==> src/rtl/cordic_vectoring_iterative.sv <==
// Iterative vectoring-mode CORDIC (circular coordinates).
// Takes a Cartesian vector (x, y) and returns its gain-compensated magnitude
// and its angle (atan2) in units of pi. A single add/shift slice is reused
// for every micro-rotation. The unit accepts one strobe while idle and
// answers with a one-cycle result strobe.
module cordic_vectoring_iterative #(
   parameter int N_FRAC     = 7,
   parameter int ITERATIONS = 6
) (
   input  logic                     clk_i,
   input  logic                     rst_i,
   input  logic signed [N_FRAC:0]   x_i,
   input  logic signed [N_FRAC:0]   y_i,
   input  logic                     data_in_valid_strobe_i,
   output logic signed [N_FRAC:0]   magnitude_o,
   output logic signed [N_FRAC:0]   angle_o,
   output logic                     busy_o,
   output logic                     data_out_valid_strobe_o
);

   localparam int W  = N_FRAC + 1;            // external word width
   localparam int XW = N_FRAC + 3;            // x/y: room for negation, CORDIC gain and sqrt2
   localparam int ZW = N_FRAC + 2;            // z: room for +/-pi/2 plus accumulated table
   localparam int CW = $clog2(ITERATIONS);

   localparam logic [CW-1:0]        LAST_ITER = CW'(ITERATIONS - 1);
   localparam logic signed [ZW-1:0] Z_HALF_PI = ZW'(2 ** (N_FRAC - 1));
   localparam logic signed [XW-1:0] MAG_MAX   = XW'(2 ** N_FRAC - 1);

   typedef enum logic [1:0] {
      S_IDLE   = 2'd0,
      S_CALC   = 2'd1,
      S_OUTPUT = 2'd2
   } state_t;

   state_t                 state_q, state_d;
   logic signed [XW-1:0]   x_q, x_d;
   logic signed [XW-1:0]   y_q, y_d;
   logic signed [ZW-1:0]   z_q, z_d;
   logic [CW-1:0]          cnt_q, cnt_d;
   logic                   zero_q, zero_d;
   logic signed [W-1:0]    mag_q, mag_d;
   logic signed [W-1:0]    angle_q, angle_d;
   logic                   valid_q, valid_d;

   logic signed [XW-1:0]   x_ext;
   logic signed [XW-1:0]   y_ext;
   logic signed [XW-1:0]   x_sh;
   logic signed [XW-1:0]   y_sh;
   logic signed [ZW-1:0]   atan_val;
   logic signed [XW-1:0]   mag_full;

   // Arctangent table, atan(2^-i)/pi in Q0.7.
   function automatic logic signed [ZW-1:0] atan_lut(input logic [CW-1:0] idx);
      case (idx)
         CW'(0):  atan_lut = ZW'(32);
         CW'(1):  atan_lut = ZW'(18);
         CW'(2):  atan_lut = ZW'(9);
         CW'(3):  atan_lut = ZW'(5);
         CW'(4):  atan_lut = ZW'(2);
         CW'(5):  atan_lut = ZW'(1);
         default: atan_lut = '0;
      endcase
   endfunction

   assign x_ext    = {{(XW - W){x_i[W-1]}}, x_i};
   assign y_ext    = {{(XW - W){y_i[W-1]}}, y_i};
   assign x_sh     = x_q >>> cnt_q;
   assign y_sh     = y_q >>> cnt_q;
   assign atan_val = atan_lut(cnt_q);
   // x/1.647 approximated as x*(1/2 + 1/8 - 1/64)
   assign mag_full = (x_q >>> 1) + (x_q >>> 3) - (x_q >>> 6);

   // Next-state and datapath: capture with pre-rotation, iterate, then publish.
   always_comb begin
      // NOTE: every signal gets its hold value first so no path can infer a latch.
      state_d = state_q;
      x_d     = x_q;
      y_d     = y_q;
      z_d     = z_q;
      cnt_d   = cnt_q;
      zero_d  = zero_q;
      mag_d   = mag_q;
      angle_d = angle_q;
      valid_d = 1'b0;

      case (state_q)
         S_IDLE: begin
            if (data_in_valid_strobe_i) begin
               cnt_d  = '0;
               zero_d = (x_i == '0) && (y_i == '0);
               // Fold left half-plane inputs into the right half-plane so the
               // micro-rotations only need to cover +/-pi/2.
               if (!x_i[W-1]) begin
                  x_d = x_ext;
                  y_d = y_ext;
                  z_d = '0;
               end else if (!y_i[W-1]) begin
                  x_d = y_ext;
                  y_d = -x_ext;
                  z_d = Z_HALF_PI;
               end else begin
                  x_d = -y_ext;
                  y_d = x_ext;
                  z_d = -Z_HALF_PI;
               end
               state_d = S_CALC;
            end
         end

         S_CALC: begin
            // Rotate toward the x axis; both updates read the old x and y.
            if (!y_q[XW-1]) begin
               x_d = x_q + y_sh;
               y_d = y_q - x_sh;
               z_d = z_q + atan_val;
            end else begin
               x_d = x_q - y_sh;
               y_d = y_q + x_sh;
               z_d = z_q - atan_val;
            end
            cnt_d = cnt_q + CW'(1);
            if (cnt_q == LAST_ITER) begin
               state_d = S_OUTPUT;
            end
         end

         S_OUTPUT: begin
            if (zero_q) begin
               mag_d   = '0;
               angle_d = '0;
            end else begin
               if (mag_full[XW-1]) begin
                  mag_d = '0;
               end else if (mag_full > MAG_MAX) begin
                  mag_d = MAG_MAX[W-1:0];
               end else begin
                  mag_d = mag_full[W-1:0];
               end
               // +pi and -pi share one code; the wrap is intentional.
               angle_d = z_q[W-1:0];
            end
            valid_d = 1'b1;
            state_d = S_IDLE;
         end

         default: begin
            state_d = S_IDLE;
         end
      endcase
   end

   // State and datapath registers with synchronous active-low reset.
   always_ff @(posedge clk_i) begin
      // NOTE: registers take <= so every flop samples pre-edge values.
      if (!rst_i) begin
         state_q <= S_IDLE;
         x_q     <= '0;
         y_q     <= '0;
         z_q     <= '0;
         cnt_q   <= '0;
         zero_q  <= 1'b0;
         mag_q   <= '0;
         angle_q <= '0;
         valid_q <= 1'b0;
      end else begin
         state_q <= state_d;
         x_q     <= x_d;
         y_q     <= y_d;
         z_q     <= z_d;
         cnt_q   <= cnt_d;
         zero_q  <= zero_d;
         mag_q   <= mag_d;
         angle_q <= angle_d;
         valid_q <= valid_d;
      end
   end

   assign magnitude_o             = mag_q;
   assign angle_o                 = angle_q;
   assign busy_o                  = (state_q != S_IDLE);
   assign data_out_valid_strobe_o = valid_q;

endmodule

==> config.mk <==
export PLATFORM = sky130hd
export DESIGN_NAME = cordic_vectoring_iterative
export DESIGN_NICKNAME = d
export VERILOG_FILES = /design/src/rtl/cordic_vectoring_iterative.sv
export SDC_FILE = /design/constraint.sdc
export NUM_CORES = 1
export LEC_CHECK = 0
export ABC_AREA = 1
export BUFFER_PORTS_ARGS = -buffer_cell sky130_fd_sc_hd__buf_4
export CAP_MARGIN = 20
export CORE_ASPECT_RATIO = 0.75
export CORE_MARGIN = 10
export CORE_UTILIZATION = 62
export DETAILED_ROUTE_END_ITERATION = 12
export PLACE_DENSITY_LB_ADDON = 0.15
export RECOVER_POWER = 50
export SLEW_MARGIN = 0
export SYNTH_ARGS = -nofsm -noshare
export SYNTH_HDL_FRONTEND = slang
export SYNTH_SLANG_ARGS = --single-unit
==> constraint.sdc <==
create_clock -name clk_i -period 3.8 [get_ports clk_i]
set_clock_uncertainty 0.2 [all_clocks]
set_input_delay 0.38 -clock clk_i [delete_from_list [all_inputs] [get_ports clk_i]]
set_output_delay 0.38 -clock clk_i [all_outputs]
set_load 0.02 [all_outputs]
== Yosys cells after proc, flatten, opt, wreduce, memory -nomap -nowiden ==
Index checks and enable logic that the tools add are counted.

* Flip-flop bits (word level): 52
* Input port bits: 19
* Output and inout bits: 18
* Word-level logic and storage cells: 68

* Add/subtract/negate cells: 11
* $lt $le $gt $ge: 1
* Eq/ne operators: 9
* Shift operators: 2
* Multiplexer cells: 26
* Reduce and logical (&&, ||, !) cells: 10

{| class="wikitable"
|+ Operators with widths
! cell !! count
|-
| 10-bit two-way mux || 8
|-
| 10-bit case mux with 2 select lines || 2
|-
| 9-bit two-way mux || 4
|-
| 6-bit case mux with 6 select lines || 1
|-
| 8-bit two-way mux || 4
|-
| 10-bit adder || 2
|-
| 8-bit negation with 10-bit output || 2
|-
| 10-bit by 3-bit >>> shifter with 10-bit output || 2
|-
| 10-bit subtractor || 2
|-
| 9-bit case mux with 2 select lines || 1
|-
| 8-bit zero test || 2
|-
| 9-bit by 7-bit adder with 10-bit output || 1
|-
| 10-bit by 8-bit > comparator with 1-bit output (second input constant) || 1
|-
| 10-bit by 4-bit subtractor with 10-bit output || 1
|-
| 9-bit adder || 1
|-
| 9-bit subtractor || 1
|-
| 3-bit by 2-bit == test with 1-bit output (second input constant) || 2
|-
| 3-bit == test (second input constant) || 2
|-
| 3-bit case mux with 2 select lines || 1
|-
| 2-bit AND reduction || 3
|-
| 2-bit two-way mux || 2
|-
| 2-bit != test (second input constant) || 2
|-
| 2-bit case mux with 2 select lines || 1
|-
| 2-bit nonzero test || 2
|-
| 9 further kinds || 9
|}

== Depth between registers and ports, before layout ==
Gate-level depths: netlist of run 1.

* Depth after elaboration: 6
* Depth in mapped cells: 26
* Depth with buffers taken out: 24

== Worst setup path after synthesis of run 1 ==
OpenSTA, ideal clock, no wires.

* Path kind: reg2reg
* From: register cnt_q[1]
* To: register z_q[5]
* Arrival time: 2838 ps
* Data required time: 3530 ps
* Setup slack: 692 ps
* Cell stages (with the launch flop): 22
* Path buffers: 3
* Clock period less this slack: 3108 ps
* Cell sequence: dfxtp_1 -> buf_4 -> inv_2 -> buf_6 -> buf_6 -> ha_1 -> inv_1 -> o21ai_0 -> inv_1 -> ha_1 -> inv_1 -> o21ai_0 -> inv_1 -> ha_1 -> nand3b_1 -> nand2_1 -> nand2_1 -> nand2_1 -> a21oi_1 -> o21ai_0 -> a21o_1 -> a21oi_1

* Word-level cells in the longest chain between the ends: 5
* Elaborated cells on any way between the ends: 11

{| class="wikitable"
|+ RTL lines
! item !! RTL line !! source
|-
| start, declared || 40 || <nowiki>logic [CW-1:0] cnt_q, cnt_d;</nowiki>
|-
| start signal, assigned || 171 || <nowiki>cnt_q <= cnt_d;</nowiki>
|-
| 3-bit == test (tied with other cells) || 55 || <nowiki>case (idx)</nowiki>
|-
| 6-bit case mux with 6 select lines (*) || 55 ||
|-
| 9-bit adder or 9-bit subtractor (tied branches) || 116, 120 ||
|-
| 9-bit two-way mux (*) || 113 || <nowiki>if (!y_q[XW-1]) begin</nowiki>
|-
| 9-bit case mux with 2 select lines (*) || 87 || <nowiki>case (state_q)</nowiki>
|-
| end signal, assigned || 170 || <nowiki>z_q <= z_d;</nowiki>
|-
| end, declared || 39 || <nowiki>logic signed [ZW-1:0] z_q, z_d;</nowiki>
|}

Every way passes the cells marked *; elsewhere a longest branch is shown, timed or not.
A chain may end at the register's enable or synchronous reset.

== Worst setup path after layout of run 1 ==
* From: register cnt_q[1]
* To: register z_q[7]

The elaborated chain is that of the path after synthesis.

==> out/results.ini, run 1 <==
[critical_path]
path_class=reg2reg
path_max_fanout=21
arrival_ns=3.47
cp.required_ns=3.79
start_kind=flip-flop
end_kind=flip-flop

[pwr]
peakVddDrop_mv=0.438
power_density_mw_per_mm2=576
p_leak_uw=0.00282

[placed_design]
place_hpwl_um=12000
place_ws_ns=0.386
dp_cells=979
gp_congestion=0.942
portBuffers=36
place_area_mm2=0.00563

[routing]
via_per_inst=5.85
drtPass1Iterations=6
drtIter0Drc=718
ant_nets=0
wl_per_cell_um=15.8
routed_wl_um=15500
vias=5776
drc=0

[sta]
timing.final.crit_share_pct=91.5
report.final.setup_viol=0
slew_viol_final=0
layout_setup_ws_ns=0.322
period_minus_slack_ns=3.48
worst_pin_slew_ns=1.19
finalSetupTns_ns=0
relSlewSlack_pct=21.0
hold_viol_final=0
rsz0062_at_grt=no
max_freq_mhz=287

[global_route]
grt_pass1_vias=5177
overflow=0
antenna_found_initial=0
grt_pass1_wl_um=25200
grtUsageTotal_pct=23.7
grt_start_max_net_pins=31

[flow_run]
cap_violations=0

[layout]
layout.cells.non_filler=987
postLayoutCellArea_mm2=0.00570
nFillCells=764
fin_nets=953
n_antenna_cell=0
area_growth_pct=7.42
utilization_pct=67.8
drive_above_1_share_pct=5.69

[cts]
htreeDepth=2
cts.clk_slew.worst_paths_ns=0.08
cts.sinks=51
cts_inserted_buffers=5
cts_hold_buf=0
post_cts_buffers=0
cts_tree=built
insertion_delay_ns=0.31
cts_max_path_buffers=2
post_cts_resize_count=0
cts-root-buf=clkbuf_16

[floorplanning]
die_x_um=127
start_util_pct=63.1
die_h_um=100
ios=37
fp.coreArea_mm2=0.00842
dieArea_mm2=0.0127
rows=29

[yosys]
yosysSeqAreaShare_pct=19.2
synth.distinct_cells=45
syn-instance-count=856
async_flop_share_pct=0
yosysWarningCount=0
syn_area_mm2=0.00531
ys_seq_elements=51
syn_nets=931
synth_top_flop_cell=dfxtp_1
synth_edf_count=0
postSynthAreaPerCell_um2=6.20

[hold_path]
worstHoldPathType=in2reg

[outcome]
status=finished, final reports clean

## flip-flops by register name, indices dropped and copies added, names as in the netlist
| name | cells |
|---|---|
| x_q | 10 |
| y_q | 10 |
| angle_o | 8 |
| magnitude_o | 8 |
| z_q | 8 |
| cnt_q | 3 |
| state_q | 2 |
| data_out_valid_strobe_o | 1 |
| zero_q | 1 |
## cell usage after synthesis (3+ instances only)
| master | n | area [um^2] |
|---|---|---|
| inv_2 | 3 | 11.3 |
| o221ai_1 | 5 | 43.8 |
| ha_1 | 47 | 588 |
| xor2_1 | 17 | 149 |
| xnor2_1 | 12 | 105 |
| o21ai_0 | 61 | 305 |
| a211oi_1 | 3 | 22.5 |
| clkbuf_1 | 14 | 52.6 |
| nor3_1 | 4 | 20.0 |
| nand2_1 | 250 | 938 |
| inv_1 | 101 | 379 |
| a21o_1 | 4 | 30.0 |
| o21bai_1 | 5 | 37.5 |
| a21oi_1 | 78 | 390 |
| nand3_1 | 65 | 325 |
| buf_2 | 12 | 60.1 |
| nor2_1 | 50 | 188 |
| a31oi_1 | 6 | 37.5 |
| o211ai_1 | 4 | 30.0 |
| o21ai_2 | 3 | 26.3 |
| dfxtp_1 | 51 | 1020 |
| fa_1 | 9 | 180 |
| nand4_1 | 10 | 62.6 |
| nor2_2 | 4 | 25.0 |
| clkinv_1 | 3 | 11.3 |
| buf_6 | 3 | 33.8 |
| o22ai_1 | 7 | 43.8 |
## logic make-up (layout without fill, tap and decap cells)
logic type	after synthesis	count (layout)	share of synthesized area, %
AO/OA/AOI/OAI	190	190	20.4
buffers and inverters	138	161	10.5
flip-flops	51	51	19.2
adder cells (fa/ha/maj)	56	56	14.5
XOR/XNOR	29	29	4.78
AND/OR/NAND/NOR	392	392	30.6
## worst max-delay path: stages (launching register included)
cell     delay, ns
dfxtp_1       0.32
inv_2         0.27
ha_1          0.24
inv_1         0.04
o21ai_0       0.34
inv_1         0.09
ha_1          0.20
inv_1         0.09
nor2_1        0.06
o21ai_0       0.20
xnor2_1       0.14
inv_1         0.06
ha_1          0.34
a21oi_1       0.17
o21ai_0       0.08
a21oi_1       0.22
a21oi_1       0.11
o21ai_0       0.09
a21oi_1       0.09
## cells in the final DEF (no fill, tap or decap), types with 7 or more instances in the layout
master      n
o21ai_0    61
inv_1     101
xor2_1     17
nand3_1    65
nor2_1     51
o22ai_1     7
dfxtp_1    51
a21oi_1    78
buf_4      26
fa_1        9
nand2_1   250
ha_1       47
xnor2_1    12
clkbuf_1   20
nand4_1    10
## cell type report
class	count	area, um^2	area share [%]
multi-input cells	667	3730	65.3
flip-flops and latches	51	1020	17.9
inverters	107	402	7.04
repair buffers	46	270	4.74
well taps	108	135	2.37
clock buffers	5	125	2.19
clock inverters	3	23.8	0.417
## path summary, 6_finish.rpt
| check | startpoint | end | slack, ns | cells after the start |
|---|---|---|---|---|
| min | x_i[5] | y_q[5] | 0.22 | 4 |
| min reg2reg | magnitude_o[7] | magnitude_o[7] | 0.24 | 2 |
| max reg2reg | cnt_q[1] | z_q[7] | 0.32 | 18 |
| max | cnt_q[1] | z_q[7] | 0.32 | 18 |
## metal layers
metal | track usage (%) | up-vias | share of wire [%]
li1 | - | 2878 | -
met1 | 34.0 | 2613 | 47
met2 | 36.1 | 267 | 43
met3 | 3.84 | 18 | 9.8
met4 | 5.15 | 0 | 0.87
met5 | 0 | - | 0
## through the flow
step | hold WS (ns) | total power, uW
after floorplan | 0.246 | 2310
after global placement | 0.226 | 2700
after detailed placement | 0.230 | 2770
after CTS | 0.221 | 3250
after global routing | 0.259 | 3600
final | 0.225 | 3280
## power breakdown
group          switching (uW)  internal, uW
Sequential               82.4           586
Clock                     233           247
Combinational            1340           797
Note: power is estimated with default switching activity, not from simulation.
==> run 2, diff against run 1 <==
- RECOVER_POWER: 50 -> 100
==> run 2 against run 1 <==
Die area is the same. Total power is essentially flat. Clock-buffer cell count is the same. Sequential power is essentially flat. Critical path type unchanged. Clock power is essentially flat. Final area is the same. Combinational power is essentially flat. Largest cell class unchanged. First-iteration DRC count is the same. Largest power group unchanged. Utilization is the same. Highest routed layer unchanged. Final cell count is the same.
==> out/results.ini, run 2 (synthesized netlist as in run 1, its figures left out) <==
[sta]
hold_slack_ns=0.226  ; +0.00169 ns
max_freq_mhz=287  ; -0.16%
rsz0062_at_grt=no
hold_viol_final=0  ; unchanged
timing.final.crit_share_pct=91.7  ; +0.15 points
report.final.setup_viol=0  ; unchanged
relSlewSlack_pct=20.4  ; -0.59 points
worst_pin_slew_ns=1.19  ; +0.00888 ns
finalSetupTns_ns=0  ; unchanged
slew_viol_final=0  ; unchanged
period_minus_slack_ns=3.48  ; +0.00570 ns

[placed_design]
gp_congestion=0.942  ; unchanged
dp_cells=979  ; unchanged
portBuffers=36  ; unchanged
place_hpwl_um=12000  ; unchanged

[routing]
drc=0  ; unchanged
drtPass1Iterations=6  ; unchanged
drtIter0Drc=718  ; unchanged
via_per_inst=5.88  ; +0.42%
wl_per_cell_um=15.8  ; +0.24%
vias=5800  ; +0.42%
ant_nets=0  ; unchanged
routed_wl_um=15600  ; +0.24%

[layout]
n_antenna_cell=0  ; unchanged
layout.cells.non_filler=987  ; unchanged
largestRegisters=x_q: 10 flops, y_q: 10 flops
final_cell_mix=250 x nand2_1, 101 x inv_1, 78 x a21oi_1
final_common_cell=nand2_1
fin_nets=953  ; unchanged
drive_above_1_share_pct=5.69  ; unchanged
area_growth_pct=7.42  ; unchanged

[critical_path]
r2r_end=z_q[7]
arrival_ns=3.47  ; about the same
path_class=reg2reg
end_kind=flip-flop
start_kind=flip-flop
path_max_fanout=21  ; unchanged
crit_start=cnt_q[1]
cp.required_ns=3.79  ; about the same
rrSetupSlack_ns=0.32  ; about the same
reg2reg_from=cnt_q[1]
r2r_cells=18  ; unchanged

[floorplanning]
dieArea_mm2=0.0127  ; unchanged
die_x_um=127  ; unchanged
start_util_pct=63.1  ; unchanged
die_h_um=100  ; unchanged
fp.coreArea_mm2=0.00842  ; unchanged
ios=37  ; unchanged
rows=29  ; unchanged

[cts]
insertion_delay_ns=0.31  ; about the same
cts_tree=built
cts_inserted_buffers=5  ; unchanged
cts_max_path_buffers=2  ; unchanged
htreeDepth=2  ; unchanged
cts.clk_slew.worst_paths_ns=0.08  ; about the same
cts_hold_buf=0  ; unchanged
post_cts_buffers=0  ; unchanged
post_cts_resize_count=0  ; unchanged
cts.sinks=51  ; unchanged
cts-root-buf=clkbuf_16

[pwr]
p_leak_uw=0.00282  ; about the same
peakVddDrop_mv=0.437  ; -0.24%
p_total_uw=3280  ; about the same
power_density_mw_per_mm2=576  ; about the same

[global_route]
grtUsageTotal_pct=23.7  ; unchanged
antenna_found_initial=0  ; unchanged
grt_start_max_net_pins=31  ; unchanged
grt_pass1_wl_um=25200  ; unchanged
overflow=0  ; unchanged
grt_pass1_vias=5177  ; unchanged

[hold_path]
worstHoldStart=x_i[5]
worstHoldPathType=in2reg
hold_depth=4  ; unchanged
hold-path-endpoint=y_q[5]

[outcome]
status=finished, final reports clean

[flow_run]
cap_violations=0  ; unchanged

run 2: per-stage QoR:
stage	util [%]	worst slack [ns]	instance area, um^2
after detailed placement	66.9	0.386	5630
after global routing	67.8	0.0171	5700
after CTS	68.7	0.353	5780
after global placement	66.9	0.536	5630
after floorplan	-	0.692	5310
final	67.8	0.316	5700
run 2: worst max-delay path by stage:
stage	end	slack (ns)	cells after the start
2_1_floorplan	z_q[5]	0.69	21
3_3_place_gp	z_q[5]	0.54	20
3_5_place_dp	z_q[5]	0.39	18
4_1_cts	z_q[5]	0.35	18
5_1_grt	z_q[5]	0.02	18
6_report	z_q[7]	0.32	18
run 2: layer usage:
layer / wire [um] / track usage, % / vias to the layer above
li1: - / - / 2874
met1: 7290 / 34.0 / 2644
met2: 6670 / 36.1 / 264
met3: 1480 / 3.84 / 18
met4: 144 / 5.15 / 0
met5: 0 / 0 / -
run 2: cell type report:
cell class	instances	area, um^2
sequential	51	1020
clock inverter	3	23.8
tap	108	135
multi-input combinational	667	3730
fill	764	2710
timing repair buffer	46	270
clock buffer	5	125
inverter	107	402
run 2: critical path, cell delays in order, from the launching register on:
cell and delay [ns]:
dfxtp_1 0.32, inv_2 0.28, ha_1 0.24, inv_1 0.04, o21ai_0 0.34, inv_1 0.09
ha_1 0.20, inv_1 0.09, nor2_1 0.06, o21ai_0 0.20, xnor2_1 0.14, inv_1 0.06
ha_1 0.34, a21oi_1 0.17, o21ai_0 0.08, a21oi_1 0.22, a21oi_1 0.11, o21ai_0 0.09
a21oi_1 0.09
run 2: where the power goes:
part	switching, uW	internal, uW
registers	83.2	586
clock network	232	247
logic	1340	796
==> run 3, diff against run 2 <==
- ABC_AREA: 1 -> not set
==> run 3 against run 2 <==
The run now ends with negative setup slack left. Non-clock buffer count grew 55. Combinational power grew 24%. Maximum frequency shrank 9.5%. Sequential power grew 2%. Routed wire length grew 1.2%. Highest routed layer unchanged. Utilization grew 6.2 points. Final cell count shrank 13%. Total power grew 15%. Critical path depth shrank 3. Die area grew 0.24%. Flip-flop and latch count is the same.
==> out/results.ini, run 3 <==
[yosys]
syn-instance-count=680  ; -21%
synth_most_common_cell=nor2_1
synth.distinct_cells=73  ; +62%
yosysSeqAreaShare_pct=19.2  ; -0.054 points
synth_area_leaders=dfxtp_1 19%, ha_1 11%, a21oi_1 5.1%
yosysTopAreaCell=dfxtp_1
syn_nets=755  ; -19%
synth_edf_count=0  ; unchanged
syn_area_mm2=0.00533  ; +0.28%
synth_top_flop_cell=dfxtp_1
yosysTopAreaCellShare_pct=19.2  ; -0.054 points
ys_seq_elements=51  ; unchanged
postSynthAreaPerCell_um2=7.83  ; +26%
yosysWarningCount=0  ; unchanged
netlist_top_cells_count=69 x nor2_1, 54 x a21oi_1, 51 x dfxtp_1
async_flop_share_pct=0  ; unchanged

[routing]
drtPass1Iterations=5  ; -1
ant_nets=0  ; unchanged
routed_wl_um=15800  ; +1.2%
vias=5431  ; -6.4%
drc=0  ; unchanged
via_per_inst=6.34  ; +8.0%
wl_per_cell_um=18.4  ; +17%
drtIter0Drc=412  ; -43%

[global_route]
grt_pass1_wl_um=25300  ; +0.27%
grtUsageTotal_pct=23.6  ; -0.034 points
grt_start_max_net_pins=41  ; +32%
grt_pass1_vias=5111  ; -1.3%
antenna_found_initial=0  ; unchanged
overflow=0  ; unchanged

[layout]
final_cell_mix=79 x buf_4, 69 x nor2_1, 50 x a21oi_1
area_growth_pct=17.0
postLayoutCellArea_mm2=0.00623  ; +9.2%
largestRegisters=x_q: 10 flops, y_q: 10 flops
drive_above_1_share_pct=19.3  ; +14 points
final_common_cell=buf_4
n_antenna_cell=0  ; unchanged
fin_nets=823  ; -14%

[floorplanning]
ios=37  ; unchanged
rows=29  ; unchanged
fp.coreArea_mm2=0.00842  ; unchanged
dieArea_mm2=0.0127  ; +0.24%
start_util_pct=63.3  ; +0.18 points
die_x_um=127  ; +0.12%
die_h_um=100  ; +0.11%

[cts]
insertion_delay_ns=0.29  ; -0.02 ns
cts_hold_buf=0  ; unchanged
cts-root-buf=clkbuf_16
htreeDepth=2  ; unchanged
cts_inserted_buffers=5  ; unchanged
cts_max_path_buffers=2  ; unchanged
cts.clk_slew.worst_paths_ns=0.07  ; about the same
cts_tree=built
cts.sinks=51  ; unchanged

[sta]
report.final.setup_viol=1  ; +1
layout_setup_ws_ns=-0.0506  ; -0.366 ns
max_freq_mhz=260  ; -9.5%
hold_slack_ns=0.228  ; +0.00128 ns
hold_viol_final=0  ; unchanged
rsz0062_at_grt=yes
relSlewSlack_pct=26.2  ; +5.8 points
slew_viol_final=0  ; unchanged
worst_pin_slew_ns=1.11  ; -0.0863 ns
timing.final.crit_share_pct=101  ; +9.6 points
period_minus_slack_ns=3.85  ; +0.366 ns

[placed_design]
place_hpwl_um=12200  ; +1.8%
place_area_mm2=0.00606  ; +7.5%
gp_congestion=0.949  ; +0.74%
portBuffers=36  ; unchanged

[pwr]
peakVddDrop_mv=0.423  ; -3.1%
power_density_mw_per_mm2=606  ; +5.2%
p_leak_uw=0.00259  ; -8.3%

[outcome]
violations=negative setup slack
status=finished, violations left

[critical_path]
cp.required_ns=3.83  ; +0.04 ns
path_class=reg2reg
end_kind=flip-flop
arrival_ns=3.88  ; +0.41 ns
path_max_fanout=6  ; -71%
start_kind=flip-flop

[hold_path]
worstHoldPathType=in2reg

[flow_run]
cap_violations=0  ; unchanged

## run 3: power by group
group	switching (uW)	total, uW	internal (uW)
Clock	198	439	241
Combinational	1450	2650	1200
Sequential	88.1	684	596
## run 3: final cells by class
cell class	instances	area, um^2
fillers	716	2190
clock buffers	5	125
multi-input cells	542	4050
repair buffers	101	699
inverters	47	176
clock inverters	2	13.8
flip-flops and latches	51	1030
well taps	108	135
## run 3: cell families after synthesis
| group | Yosys count | share of synthesized area [%] |
|---|---|---|
| flops | 51 | 19.2 |
| simple gates | 216 | 20.1 |
| buf+inv | 87 | 6.51 |
| compound gates | 197 | 25.3 |
| mux | 32 | 7.73 |
| xor+xnor | 41 | 6.74 |
| fa+ha+maj | 56 | 14.4 |
## run 3: worst max-delay path: stages, from the launching register on
cell	delay [ns]
dfxtp_2	0.38
buf_4	0.17
mux2_2	0.37
mux2i_2	0.23
nand2_1	0.13
a2111oi_2	0.37
buf_4	0.18
nand3_1	0.07
a32oi_1	0.22
o21ai_1	0.09
ha_1	0.34
o21a_1	0.13
a41o_1	0.22
a211o_2	0.29
a211o_1	0.28
a31oi_1	0.13
## run 3: metrics by stage
stage               instances  utilization [%]  setup TNS, ns  setup WS [ns]  power (uW)
finish                    856             74.0        -0.0506        -0.0506        3780
global route              856             74.0         -0.754         -0.227        4090
CTS                       855             73.9       -0.00288       -0.00288        3650
detailed placement        847             72.0         -0.178         -0.178        3190
global placement          847             72.0              0         0.0214        3070
floorplan                 680                -        -0.0172        -0.0172        2510
## run 3: metal layers
metal  GRT usage, %  wire length (um)
met3           5.06              1180
met5              0                 0
met4           5.24               299
met2           38.7              7220
met1           31.2              7070
## run 3: path summary, 6_finish.rpt
check,from,to,slack [ns],cells after the start
min reg2reg,angle_o[4],angle_o[4],0.25,2
max reg2reg,cnt_q[1],x_q[9],-0.05,15
min,rst_i,y_q[6],0.23,3
max,cnt_q[1],x_q[9],-0.05,15
## run 3: repair_timing
| item | CTS | global route |
|---|---|---|
| gates cloned | 0 | 0 |
| gates resized for setup | 9 | 22 |
| pin swaps | 5 | 4 |
| hold endpoints to repair | 0 | 0 |
| setup buffers | 1 | 1 |
| setup endpoints to repair | 2 | 17 |
